## src/rtl/end_task_pkg.sv

```systemverilog
// Shared constants and the index-width helper for the end_task trigger collector.
package end_task_pkg;

    localparam int GPIO_NUM_DEF = 32;
    localparam int CNT_W        = 32;

    function automatic int idx_w(input int n);
        return (n <= 2) ? 1 : $clog2(n);
    endfunction

endpackage

```

## src/rtl/end_task_prio.sv

```systemverilog
// Lowest-set-bit priority encoder: o_valid when any bit is set, o_idx of the lowest one.
module end_task_prio #(
    parameter int N     = 32,
    parameter int IDX_W = 5
) (
    input  logic [N-1:0]     i_vec,
    output logic             o_valid,
    output logic [IDX_W-1:0] o_idx
);

    always_comb begin
        o_valid = |i_vec;
        o_idx   = '0;
        // Scan downward so the lowest set bit is the last one written.
        for (int i = N - 1; i >= 0; i--) begin
            if (i_vec[i]) o_idx = IDX_W'(i);
        end
    end

endmodule

```

## src/rtl/end_task.sv

```systemverilog
// LED rising-edge trigger collector with pending set, one-deep output stage and overflow flag.
// Optional accepted-event counter on cnt_o when END_TASK_CNT_EN is defined.
module end_task
    import end_task_pkg::*;
#(
    parameter  int GPIO_NUM = GPIO_NUM_DEF,
    localparam int IDX_W    = idx_w(GPIO_NUM)
) (
    input  logic                clk_i,
    input  logic                rst_i,
    input  logic                en_i,
    input  logic                clr_i,
    input  logic [GPIO_NUM-1:0] led_i,
    output logic                evt_valid_o,
    input  logic                evt_ready_i,
    output logic [IDX_W-1:0]    evt_idx_o,
    output logic [GPIO_NUM-1:0] pend_o,
`ifdef END_TASK_CNT_EN
    output logic [CNT_W-1:0]    cnt_o,
`endif
    output logic                ovf_o
);

    logic [GPIO_NUM-1:0] r_led_q;
    logic [GPIO_NUM-1:0] r_pend;
    logic                r_valid;
    logic [IDX_W-1:0]    r_idx;
    logic                r_ovf;

    logic [GPIO_NUM-1:0] w_rise;
    logic [GPIO_NUM-1:0] w_load_mask;
    logic                w_pv;
    logic [IDX_W-1:0]    w_pidx;
    logic                w_load;
    logic                w_accept;

    end_task_prio #(
        .N     (GPIO_NUM),
        .IDX_W (IDX_W)
    ) u_prio (
        .i_vec   (r_pend),
        .o_valid (w_pv),
        .o_idx   (w_pidx)
    );

    assign w_rise      = led_i & ~r_led_q & {GPIO_NUM{en_i}};
    assign w_load      = ~r_valid | evt_ready_i;
    assign w_accept    = r_valid & evt_ready_i;
    assign w_load_mask = (w_load && w_pv) ? (GPIO_NUM'(1) << w_pidx) : '0;

    always_ff @(posedge clk_i or posedge rst_i) begin
        if (rst_i) begin
            r_led_q <= '0;
            r_pend  <= '0;
            r_valid <= 1'b0;
            r_idx   <= '0;
            r_ovf   <= 1'b0;
        end else begin
            r_led_q <= led_i;
            if (clr_i) begin
                r_pend  <= '0;
                r_valid <= 1'b0;
                r_ovf   <= 1'b0;
            end else begin
                // A rise on the bit being handed to the output stage re-arms it cleanly.
                r_pend <= (r_pend & ~w_load_mask) | w_rise;
                if (|(w_rise & r_pend & ~w_load_mask)) r_ovf <= 1'b1;
                if (w_load) begin
                    r_valid <= w_pv;
                    r_idx   <= w_pidx;
                end
            end
        end
    end

`ifdef END_TASK_CNT_EN
    logic [CNT_W-1:0] r_cnt;

    always_ff @(posedge clk_i or posedge rst_i) begin
        if (rst_i) begin
            r_cnt <= '0;
        end else if (clr_i) begin
            r_cnt <= '0;
        end else if (w_accept && (r_cnt != '1)) begin
            r_cnt <= r_cnt + 1'b1;
        end
    end

    assign cnt_o = r_cnt;
`else
    logic w_unused;
    assign w_unused = w_accept;
`endif

    assign evt_valid_o = r_valid;
    assign evt_idx_o   = r_idx;
    assign pend_o      = r_pend;
    assign ovf_o       = r_ovf;

endmodule

```

## config.mk

```make
export PLATFORM = sky130hd
export DESIGN_NAME = end_task
export DESIGN_NICKNAME = d
export VERILOG_FILES = /design/src/rtl/end_task_pkg.sv /design/src/rtl/end_task_prio.sv /design/src/rtl/end_task.sv
export SDC_FILE = /design/constraint.sdc
export NUM_CORES = 1
export LEC_CHECK = 0
export ABC_CLOCK_PERIOD_IN_PS = 3300
export CORE_MARGIN = 2
export CORE_UTILIZATION = 50
export CTS_BUF_LIST = sky130_fd_sc_hd__clkbuf_8
export CTS_CLUSTER_DIAMETER = 30
export DETAILED_ROUTE_END_ITERATION = 10
export GPL_ROUTABILITY_DRIVEN = 0
export HOLD_SLACK_MARGIN = 0.08
export PLACE_DENSITY = 0.82
export SYNTH_ARGS = -nofsm -noshare
export SYNTH_HDL_FRONTEND = slang
export SYNTH_SLANG_ARGS = --single-unit
```

## constraint.sdc

```tcl
create_clock -name clk_i -period 3.3 [get_ports clk_i]
set_input_delay 0.99 -clock clk_i [delete_from_list [all_inputs] [get_ports clk_i]]
set_output_delay 0.99 -clock clk_i [all_outputs]
set_load 0.1 [all_outputs]
```

==> results.md, run 1 <==
- Hold path start: evt_idx_o[0]$_DFFE_PP0P_
- Vias in the first global route: about 3400
- Syn nets: a little over 400
- Fin area: between 0.004 and 0.005 mm²
- Clock Latency Late Sink: 360 ps
- Final worst setup slack: between 100 and 150 ps
- Period Utilization, post-route: 0.969
- Seq cells post-synth: between 70 and 80
- N_diodes: 0
- Setup TNS Final: 0 ps
- RSZ-0062 raised after global routing: no
- Leading area contributor after synthesis: dfrtp_1
- Rel. slew slack: 0.622
- CTS Buffer Depth: 2
- Worst r2r src: pend_o[6]$_DFF_PP0_
- Layout cells sized above 1: 0.190
- Dpl ws: -198 ps
- NetSw: approximately 980 µW
- Final ANT Viol Nets: 0
- Largest stage delay on the critical path: roughly 600 ps
- Hold path endpoint: evt_idx_o[0]$_DFFE_PP0P_
- HP Class: flip-flop to flip-flop
- IO Count: 76
- Minimum clock period: roughly 3200 ps
- Status: finished, final reports clean
- Setup violations, final: 0
- Crit path max fanout: 4
- CTS sink cnt: between 70 and 80
- Area growth from synthesis to layout: 32.8%
- Clock-pin slew on the worst setup and hold paths: about 80 ps
- WHS Path Cells: 2
- Ys Warns: 0
- Final Hold Viols: 0
- LEAKAGE: 1.94 nW
- Share of Yosys cell area claimed by the top area cell type: 0.513
- CTS Buf Count: 9
- Power per Cell Area: around 560 mW/mm²
- Gr usage total: 0.287
- Share of the core filled with cells: 0.681
- Main synth FF type: dfrtp_1
- Std cell rows: 30
- WS Path Type: primary input to flip-flop
- Initial Util: 0.513
- Synth Instances: between 300 and 400
- Detailed placer's ending HPWL: 7630 µm
- Req. time, crit path: around 3500 ps
- Commonest cells after routing, fill and taps aside: 70 x dfrtp_1, 61 x buf_4, 41 x o21ai_0
- WP data arrival: 3410 ps
- VDD IR-drop max: roughly 0.28 mV
- Post-Route WL: around 11000 µm
- Area of the multi-input gates: ~0.0016 mm²
- Wire length of the first global-routing pass: between 15000 and 20000 µm
- Routed via count: around 3400
- R2r setup slk: 110 ps
- Storage element area: ~0.0018 mm²
- Antenna violations before repair: 0
- Clock share of power: 0.303
- Fin. max-slew vios: 0
- Syn Std Cell Area: ~0.0035 mm²
- Hold_ws: just under 500 ps
- Mapped Avg Cell Area: 9.39 µm²
- EDFF count, synth: 0
- Max Cap Violations: 0
- Die footprint: around 0.0076 mm²
- Register area share after synthesis: 0.513
- Clk_skew: around 6.7 ps
- Distinct cell type count after synthesis: 54
- Int Power: 1.59 mW
- Detailed Routing Iterations Pass 1: 5
- Routed len/inst: ~19 µm
- Die Ht: 87.2 µm
- Core box area: roughly 0.0068 mm²
- Die Span X: between 80 and 90 µm
- I/O Buffers: 75
- GRT overflow: 0
- Ys async rst share: 1.00
- Fmax: 313 MHz
- Actual slew at the worst max-slew pin: 567 ps
- Gate power share: 0.316
- DRT iter0 DRCs: roughly 460
- Reg2reg path depth: 9
- Nets@finish: ~500
- Layout fillers: 532
- CTS tree: built
- Switching Share: 0.383
- Top area cells in the synthesized netlist: dfrtp_1 51%, nand3b_1 6.1%, o21ai_0 5.9%
- Critical Path Source Type: primary input
- # H-tree levels: 3
- Reg-to-Reg End: ovf_o$_DFFE_PP0P_
- CTS Root Cell: clkbuf_8
- Post-route DRC: 0
- Sequential power share: 0.381
- DR vias/cell: 6.28
- CP max stage cell: or4b_2
- # hold bufs at CTS: 0
- Commonest non-fill, non-tap cell in the layout: dfrtp_1
- Largest net degree at the start of global routing: 36
- CP endpoint kind: flip-flop
- Dpl cell area: 0.00436 mm²
- Crit-path cells: clkdlybuf4s50_1 -> buf_4 -> nand4b_1 -> or4b_2 -> a22oi_1 -> o2111ai_1 -> nor4_1 -> and4b_1 -> a41oi_1
worst max-delay path, delay by kind of cell:
family	cells	cell delay, ps
buffers and inverters	2	650
AND/OR/NAND/NOR	4	1290
AO/OA/AOI/OAI	3	490
flip-flops by register name (all words and copies together), names as in the netlist:
name	count
evt_idx_o	5
evt_valid_o	1
ovf_o	1
pend_o	32
r_led_q	32
logic make-up after synthesis:
logic type / count (synthesis) / synth area share
AOI/OAI and AO/OA: 119 / 0.207
buffers and inverters: 32 / 0.0354
DFF: 71 / 0.513
and+or+nand+nor: 147 / 0.245
final cells by class:
cell class | instances | share of cell area
flip-flops and latches | 71 | 0.387
multi-input cells | 266 | 0.343
repair buffers | 99 | 0.187
clock buffers | 9 | 0.0269
well taps | 80 | 0.0218
clock inverters | 7 | 0.0209
inverters | 17 | 0.0139
synth_stat cells (all sizes together) (2+ instances only):
cell     count
dfrtp       71
a31oi        3
or2          3
or3          4
o41ai        2
nand3        7
nor2        34
nand4        3
clkbuf      11
and3b        2
o31a         2
o2111ai      2
a41oi        2
o21ai       45
a221oi       2
o31ai        7
nor3b        4
a21boi       2
a21oi       37
nand3b      28
buf          4
inv         17
nand2       21
nor4         7
nand2b       6
or4          3
nor2b        8
and2         2
o211ai       3
o22ai        2
nor3         6
nand4b       5
how the worst max path moves through the flow:
stage | slack [ps] | endpoint | from | depth (start not counted)
floorplan | 70 | ovf_o$_DFFE_PP0P_ | pend_o[27]$_DFF_PP0_ | 10
global placement | -90 | ovf_o$_DFFE_PP0P_ | en_i | 9
detailed placement | -200 | ovf_o$_DFFE_PP0P_ | en_i | 9
CTS | 180 | ovf_o$_DFFE_PP0P_ | pend_o[15]$_DFF_PP0_ | 9
global route | 30 | ovf_o$_DFFE_PP0P_ | en_i | 9
finish | 100 | ovf_o$_DFFE_PP0P_ | en_i | 9
per-stage QoR:
step	total power [mW]	instances
after floorplan	1.53	369
after CTS	2.56	549
after global placement	1.78	533
after detailed placement	1.79	533
final	2.57	549
after global routing	2.66	549
power by group through the flow:
stage | combinational [mW] | clock [mW] | sequential (mW)
global placement | 0.789 | 0 | 0.990
detailed placement | 0.798 | 0 | 0.993
floorplan | 0.269 | 0 | 1.26
global route | 0.855 | 0.817 | 0.986
finish | 0.814 | 0.778 | 0.980
CTS | 0.802 | 0.784 | 0.977
layer usage:
layer | track usage | routed length, µm | vias to the layer above
li1 | - | - | 1546
met4 | 0.150 | 398 | 0
met1 | 0.385 | 4370 | 1633
met2 | 0.442 | 4910 | 223
met3 | 0.0578 | 849 | 44
met5 | 0 | 0 | -
what timing repair did:
action / 4_1_cts / 5_1_grt
setup buffers: 0 / 0
resized for setup: 0 / 3
setup endpoints to repair: 0 / 1
Power figures use the tool's default switching activity.
==> run 2, diff against run 1 <==
- RECOVER_POWER: default -> 25
==> run 2 against run 1 <==
  * Critical endpoint unchanged
  * Total power decreased by 0.22%
  * Sequential share of layout area did not move
  * Maximum frequency grew 0.42%
  * Die area did not move
  * Combinational power shrank 0.6%
  * Non-clock buffer count unchanged
  * Critical path depth is the same
  * Sequential power about the same
  * Hold slack is essentially flat
  * Clock-buffer cell count is the same
==> results.md, run 2 (synthesis results as in run 1) <==
- Routed len/inst: 19.2 µm (+0.12%)
- Core box area: 0.00676 mm² (unchanged)
- DRT iter0 DRCs: 458 (-1.1%)
- CP max stage cell: or4b_2
- Post-Route WL: 10500 µm (+0.12%)
- Largest net degree at the start of global routing: 36 (unchanged)
- Largest stage delay on the critical path: 600 ps (about the same)
- Clock Latency Late Sink: 360 ps (about the same)
- Crit-path cells: clkdlybuf4s50_1 -> buf_4 -> nand4b_1 -> or4b_2 -> a22oi_1 -> o2111ai_1 -> nor4_1 -> and4b_1 -> a41oi_1
- Share of the core filled with cells: 0.681 (unchanged)
- Minimum clock period: 3190 ps (-13.3 ps)
- Detailed Routing Iterations Pass 1: 8 (+3)
- Vias in the first global route: 3408 (unchanged)
- CTS Buffer Depth: 2 (unchanged)
- Post-route DRC: 0 (unchanged)
- N_diodes: 0 (unchanged)
- Gr usage total: 0.287 (unchanged)
- Detailed placer's ending HPWL: 7630 µm (unchanged)
- Layout fillers: 532 (unchanged)
- CTS Root Cell: clkbuf_8
- Final cell count without fillers: 549 (unchanged)
- Std cell rows: 30 (unchanged)
- Crit path max fanout: 4 (unchanged)
- Fin area: 0.00460 mm² (unchanged)
- VDD IR-drop max: 0.279 mV (-0.58%)
- Actual slew at the worst max-slew pin: 1030 ps (+468 ps)
- Die footprint: 0.00761 mm² (unchanged)
- Final ANT Viol Nets: 0 (unchanged)
- # hold bufs at CTS: 0 (unchanged)
- Final Hold Viols: 0 (unchanged)
- Power, Total: 2.57 mW (-0.22%)
- Rel. slew slack: 0.310 (-0.312)
- DR vias/cell: 6.37 (+1.5%)
- CTS sink cnt: 71 (unchanged)
- IO Count: 76 (unchanged)
- Critical Path Source Type: primary input
- Initial Util: 0.513 (unchanged)
- Storage element area: 0.00178 mm² (unchanged)
- I/O Buffers: 75 (unchanged)
- Wire length of the first global-routing pass: 16700 µm (unchanged)
- Die Ht: 87.2 µm (unchanged)
- Max Cap Violations: 0 (unchanged)
- Routed via count: 3497 (+1.5%)
- GRT overflow: 0 (unchanged)
- Commonest cells after routing, fill and taps aside: 70 x dfrtp_1, 61 x buf_4, 41 x o21ai_0
- Period Utilization, post-route: 0.965 (-0.00403)
- Fmax: 314 MHz (+0.42%)
- Status: finished, final reports clean
- Layout cells sized above 1: 0.188 (-0.00213)
- # H-tree levels: 3 (unchanged)
- Antenna violations before repair: 0 (unchanged)
- LEAKAGE: 1.95 nW (+0.48%)
- Setup violations, final: 0 (unchanged)
- CTS Buf Count: 9 (unchanged)
- CTS tree: built
- Area growth from synthesis to layout: 32.8% (unchanged)
- WP data arrival: 3400 ps (about the same)
- Hold_ws: 481 ps (+0.211 ps)
- Inst Count DP: 533 (unchanged)
- Clk_skew: 7.06 ps (+0.345 ps)
- RSZ-0062 raised after global routing: no
- Commonest non-fill, non-tap cell in the layout: dfrtp_1
- Power per Cell Area: 558 mW/mm² (-0.22%)
- WS Path Type: primary input to flip-flop
- Dpl cell area: 0.00436 mm² (unchanged)
- HP Class: flip-flop to flip-flop
- Nets@finish: 501 (unchanged)
- Die Span X: 87.2 µm (unchanged)
- Area of the multi-input gates: 0.00158 mm² (unchanged)
- Fin. max-slew vios: 0 (unchanged)
- CP endpoint kind: flip-flop
- Req. time, crit path: 3510 ps (about the same)
- Clock-pin slew on the worst setup and hold paths: 80 ps (about the same)
-- run 2: stage by stage --
step	TNS, ps	setup WS (ps)
after floorplan	0	74.4
after global placement	-88.6	-88.6
after detailed placement	-198	-198
after CTS	0	179
after global routing	0	31.1
final	0	114
-- run 2: power by group --
group          internal (mW)  switching, mW
clock                  0.426          0.350
sequential             0.927         0.0524
combinational          0.226          0.583
total                   1.58          0.986
-- run 2: area by class of cell --
class,count,share of cell area
Inverter,17,0.0139
Sequential cell,71,0.387
Clock inverter,7,0.0209
Clock buffer,9,0.0269
Multi-Input combinational cell,266,0.343
Timing Repair Buffer,99,0.187
Tap cell,80,0.0218
-- run 2: final timing paths --
| path | to | from | cells after the start | slack, ps |
|---|---|---|---|---|
| max | ovf_o$_DFFE_PP0P_ | en_i | 9 | 110 |
| min | evt_idx_o[0]$_DFFE_PP0P_ | evt_idx_o[0]$_DFFE_PP0P_ | 2 | 480 |
| max reg2reg | ovf_o$_DFFE_PP0P_ | pend_o[6]$_DFF_PP0_ | 9 | 110 |
| min reg2reg | evt_idx_o[0]$_DFFE_PP0P_ | evt_idx_o[0]$_DFFE_PP0P_ | 2 | 480 |
| max in group asynchronous | r_led_q[30]$_DFF_PP0_ | rst_i | 3 | 1090 |
| min in group asynchronous | pend_o[1]$_DFF_PP0_ | rst_i | 2 | 1330 |
-- run 2: worst max-delay path, delay by kind of cell --
family                 cells  cell delay (ps)
AOI/OAI and AO/OA          3              470
and+or+nand+nor            4             1290
buffers and inverters      2              650
-- run 2: repair_timing --
item | 4_1_cts | 5_1_grt
setup buffers | 0 | 0
hold endpoints to repair | 0 | 0
setup endpoints to repair | 0 | 1
gates resized for setup | 0 | 3
-- run 2: layer usage --
layer	GRT usage	wire, µm	part of all wire	vias to the layer above
li1	-	-	-	1541
met1	0.385	4250	0.40	1650
met2	0.442	4910	0.47	252
met3	0.0578	956	0.091	54
met4	0.150	425	0.040	0
met5	0	0	0	-
==> run 3, diff against run 2 <==
- ABC_CLOCK_PERIOD_IN_PS: 3300 -> 3100
- clock period: 3.3 -> 3.1 ns (I/O delays scaled with it)
==> run 3 against run 2 <==
  * Non-clock buffer count rose by 6
  * Sequential share of layout area decreased by 0.12 points
  * Clock-buffer cell count up 5
  * Total power is 3.6% higher
  * Clock skew up 4.6 ps
  * Register-to-register slack got worse by 80 ps
  * Critical path depth did not move
  * Final area is 1.2% higher
  * Global-route usage fell by 0.098 points
  * Setup slack lost 84 ps
  * Hold slack improved by 11 ps
  * Utilization is 0.83 points higher
  * Largest cell class unchanged
==> results.md, run 3 (synthesis results as in run 1) <==
- Fin. max-slew vios: 0 (unchanged)
- VDD IR-drop max: 0.329 mV (+18%)
- Power per Cell Area: 571 mW/mm² (+2.3%)
- IO Count: 76 (unchanged)
- Area of the multi-input gates: 0.00160 mm² (+1.3%)
- Storage element area: 0.00179 mm² (+0.91%)
- Max Cap Violations: 0 (unchanged)
- Setup TNS Final: 0 ps (unchanged)
- Setup violations, final: 0 (unchanged)
- Req. time, crit path: 3310 ps (-200 ps)
- CTS tree: built
- CTS Root Cell: clkbuf_8
- Detailed placer's ending HPWL: 7630 µm (about the same)
- N_diodes: 0 (unchanged)
- DR vias/cell: 6.28 (-1.4%)
- Actual slew at the worst max-slew pin: 846 ps (-188 ps)
- Gr usage total: 0.286 (-0.000978)
- Std cell rows: 30 (unchanged)
- Crit path max fanout: 7 (+3)
- Final Hold Viols: 0 (unchanged)
- Layout cells sized above 1: 0.234 (+0.0461)
- Nets@finish: 507 (+1.2%)
- Rel. slew slack: 0.435 (+0.126)
- Clk_skew: 11.7 ps (+4.62 ps)
- Wire length of the first global-routing pass: 16600 µm (-0.83%)
- Largest net degree at the start of global routing: 37 (+2.8%)
- Clock-pin slew on the worst setup and hold paths: 70 ps (about the same)
- CTS Buffer Depth: 2 (unchanged)
- GRT overflow: 0 (unchanged)
- CTS sink cnt: 71 (unchanged)
- Period Utilization, post-route: 0.990
- Clock Latency Late Sink: 360 ps (about the same)
- DRT iter0 DRCs: 378 (-17%)
- Layout fillers: 551 (+3.6%)
- Hold_ws: 492 ps (+11.2 ps)
- Post-route DRC: 0 (unchanged)
- Detailed Routing Iterations Pass 1: 8 (unchanged)
- CTS Buf Count: 9 (unchanged)
- # Post-CTS Setup Buffers: 0 (unchanged)
- Antenna violations before repair: 0 (unchanged)
- Initial Util: 0.513 (unchanged)
- HP Class: flip-flop to flip-flop
- Final ANT Viol Nets: 0 (unchanged)
- Routed len/inst: 19.0 µm (-1.2%)
- Die Span X: 87.2 µm (unchanged)
- I/O Buffers: 75 (unchanged)
- Status: finished, final reports clean
- Fmax: approximately 330 MHz
- Commonest non-fill, non-tap cell in the layout: buf_4
- Vias in the first global route: 3263 (-4.3%)
- Minimum clock period: 3070 ps
- Die footprint: 0.00761 mm² (unchanged)
- Post-Route WL: 10500 µm (about the same)
- # H-tree levels: 3 (unchanged)
- Die Ht: 87.2 µm (unchanged)
- WS Path Type: flip-flop to flip-flop
- Critical Path Source Type: flip-flop
- Area growth from synthesis to layout: 34.4%
- WP data arrival: 3280 ps (-120 ps)
- Commonest cells after routing, fill and taps aside: 68 x buf_4, 57 x dfrtp_1, 41 x o21ai_0
- Core box area: 0.00676 mm² (unchanged)
- CP endpoint kind: flip-flop
- LEAKAGE: 1.97 nW (+1.1%)
- Routed via count: 3486 (-0.31%)
==> run 3: changes by cell type in the layout (fill, tap and decap cells not counted), sizes merged <==
cell	change
buf	+6
clkbuf	+5
clkinvlp	-3
bufinv	-2
dlygate4sd3	-1
dlymetal6s2s	+1
==> run 3: final cells by class <==
| cell class | instances | share of cell area |
|---|---|---|
| Timing Repair Buffer | 105 | 0.192 |
| Sequential cell | 71 | 0.385 |
| Clock inverter | 2 | 0.00269 |
| Tap cell | 80 | 0.0215 |
| Multi-Input combinational cell | 266 | 0.343 |
| Clock buffer | 14 | 0.0414 |
| Inverter | 17 | 0.0137 |
==> run 3: metrics by stage <==
step	instance area, µm²	total power [mW]	cells	setup slack [ps]	util
after floorplan	3480	1.63	369	1.27	-
after global placement	4410	1.90	539	-232	0.653
after detailed placement	4410	1.91	539	-286	0.653
after CTS	4620	2.64	555	76.5	0.684
after global routing	4660	2.76	555	-39.8	0.689
final	4660	2.66	555	30.9	0.689
==> run 3: layer usage <==
| metal | global-route usage | share of wire | up-vias |
|---|---|---|---|
| li1 | - | - | 1551 |
| met1 | 0.388 | 0.41 | 1651 |
| met2 | 0.441 | 0.47 | 236 |
| met3 | 0.0654 | 0.094 | 48 |
| met4 | 0.127 | 0.032 | 0 |
| met5 | 0 | 0 | - |
==> run 3: worst paths after layout <==
check                                         startpoint                        to  slack (ps)  depth (start not counted)
worst max-delay path                pend_o[18]$_DFF_PP0_         ovf_o$_DFFE_PP0P_          30                          9
max in group asynchronous                          rst_i       pend_o[8]$_DFF_PP0_        1230                          3
worst max register to register      pend_o[18]$_DFF_PP0_         ovf_o$_DFFE_PP0P_          30                          9
worst min-delay path            evt_idx_o[1]$_DFFE_PP0P_  evt_idx_o[1]$_DFFE_PP0P_         490                          2
worst min register to register  evt_idx_o[1]$_DFFE_PP0P_  evt_idx_o[1]$_DFFE_PP0P_         490                          2
min in group asynchronous                          rst_i      pend_o[31]$_DFF_PP0_        1180                          2
==> run 3: report_power, final <==
group	switching [mW]	internal, mW	leakage, nW	total [mW]
registers	0.0559	0.989	0.872	1.05
clock network	0.339	0.399	0.110	0.738
logic	0.621	0.252	0.991	0.873
==> run 3: timing repair <==
item | in CTS | in global routing
endpoints found under the setup margin | 0 | 1
gates resized for setup | 0 | 8
hold buffers | 0 | 0
hold endpoints to repair | 0 | 0
==> run 3: critical path, stage by stage, from the launching register on <==
cell	delay, ps
dfrtp_2	440
or3_1	400
a221oi_1	320
o21ai_1	170
a41o_1	330
or3_4	470
o21ai_2	160
o32ai_1	120
o41ai_2	360
a41oi_1	160
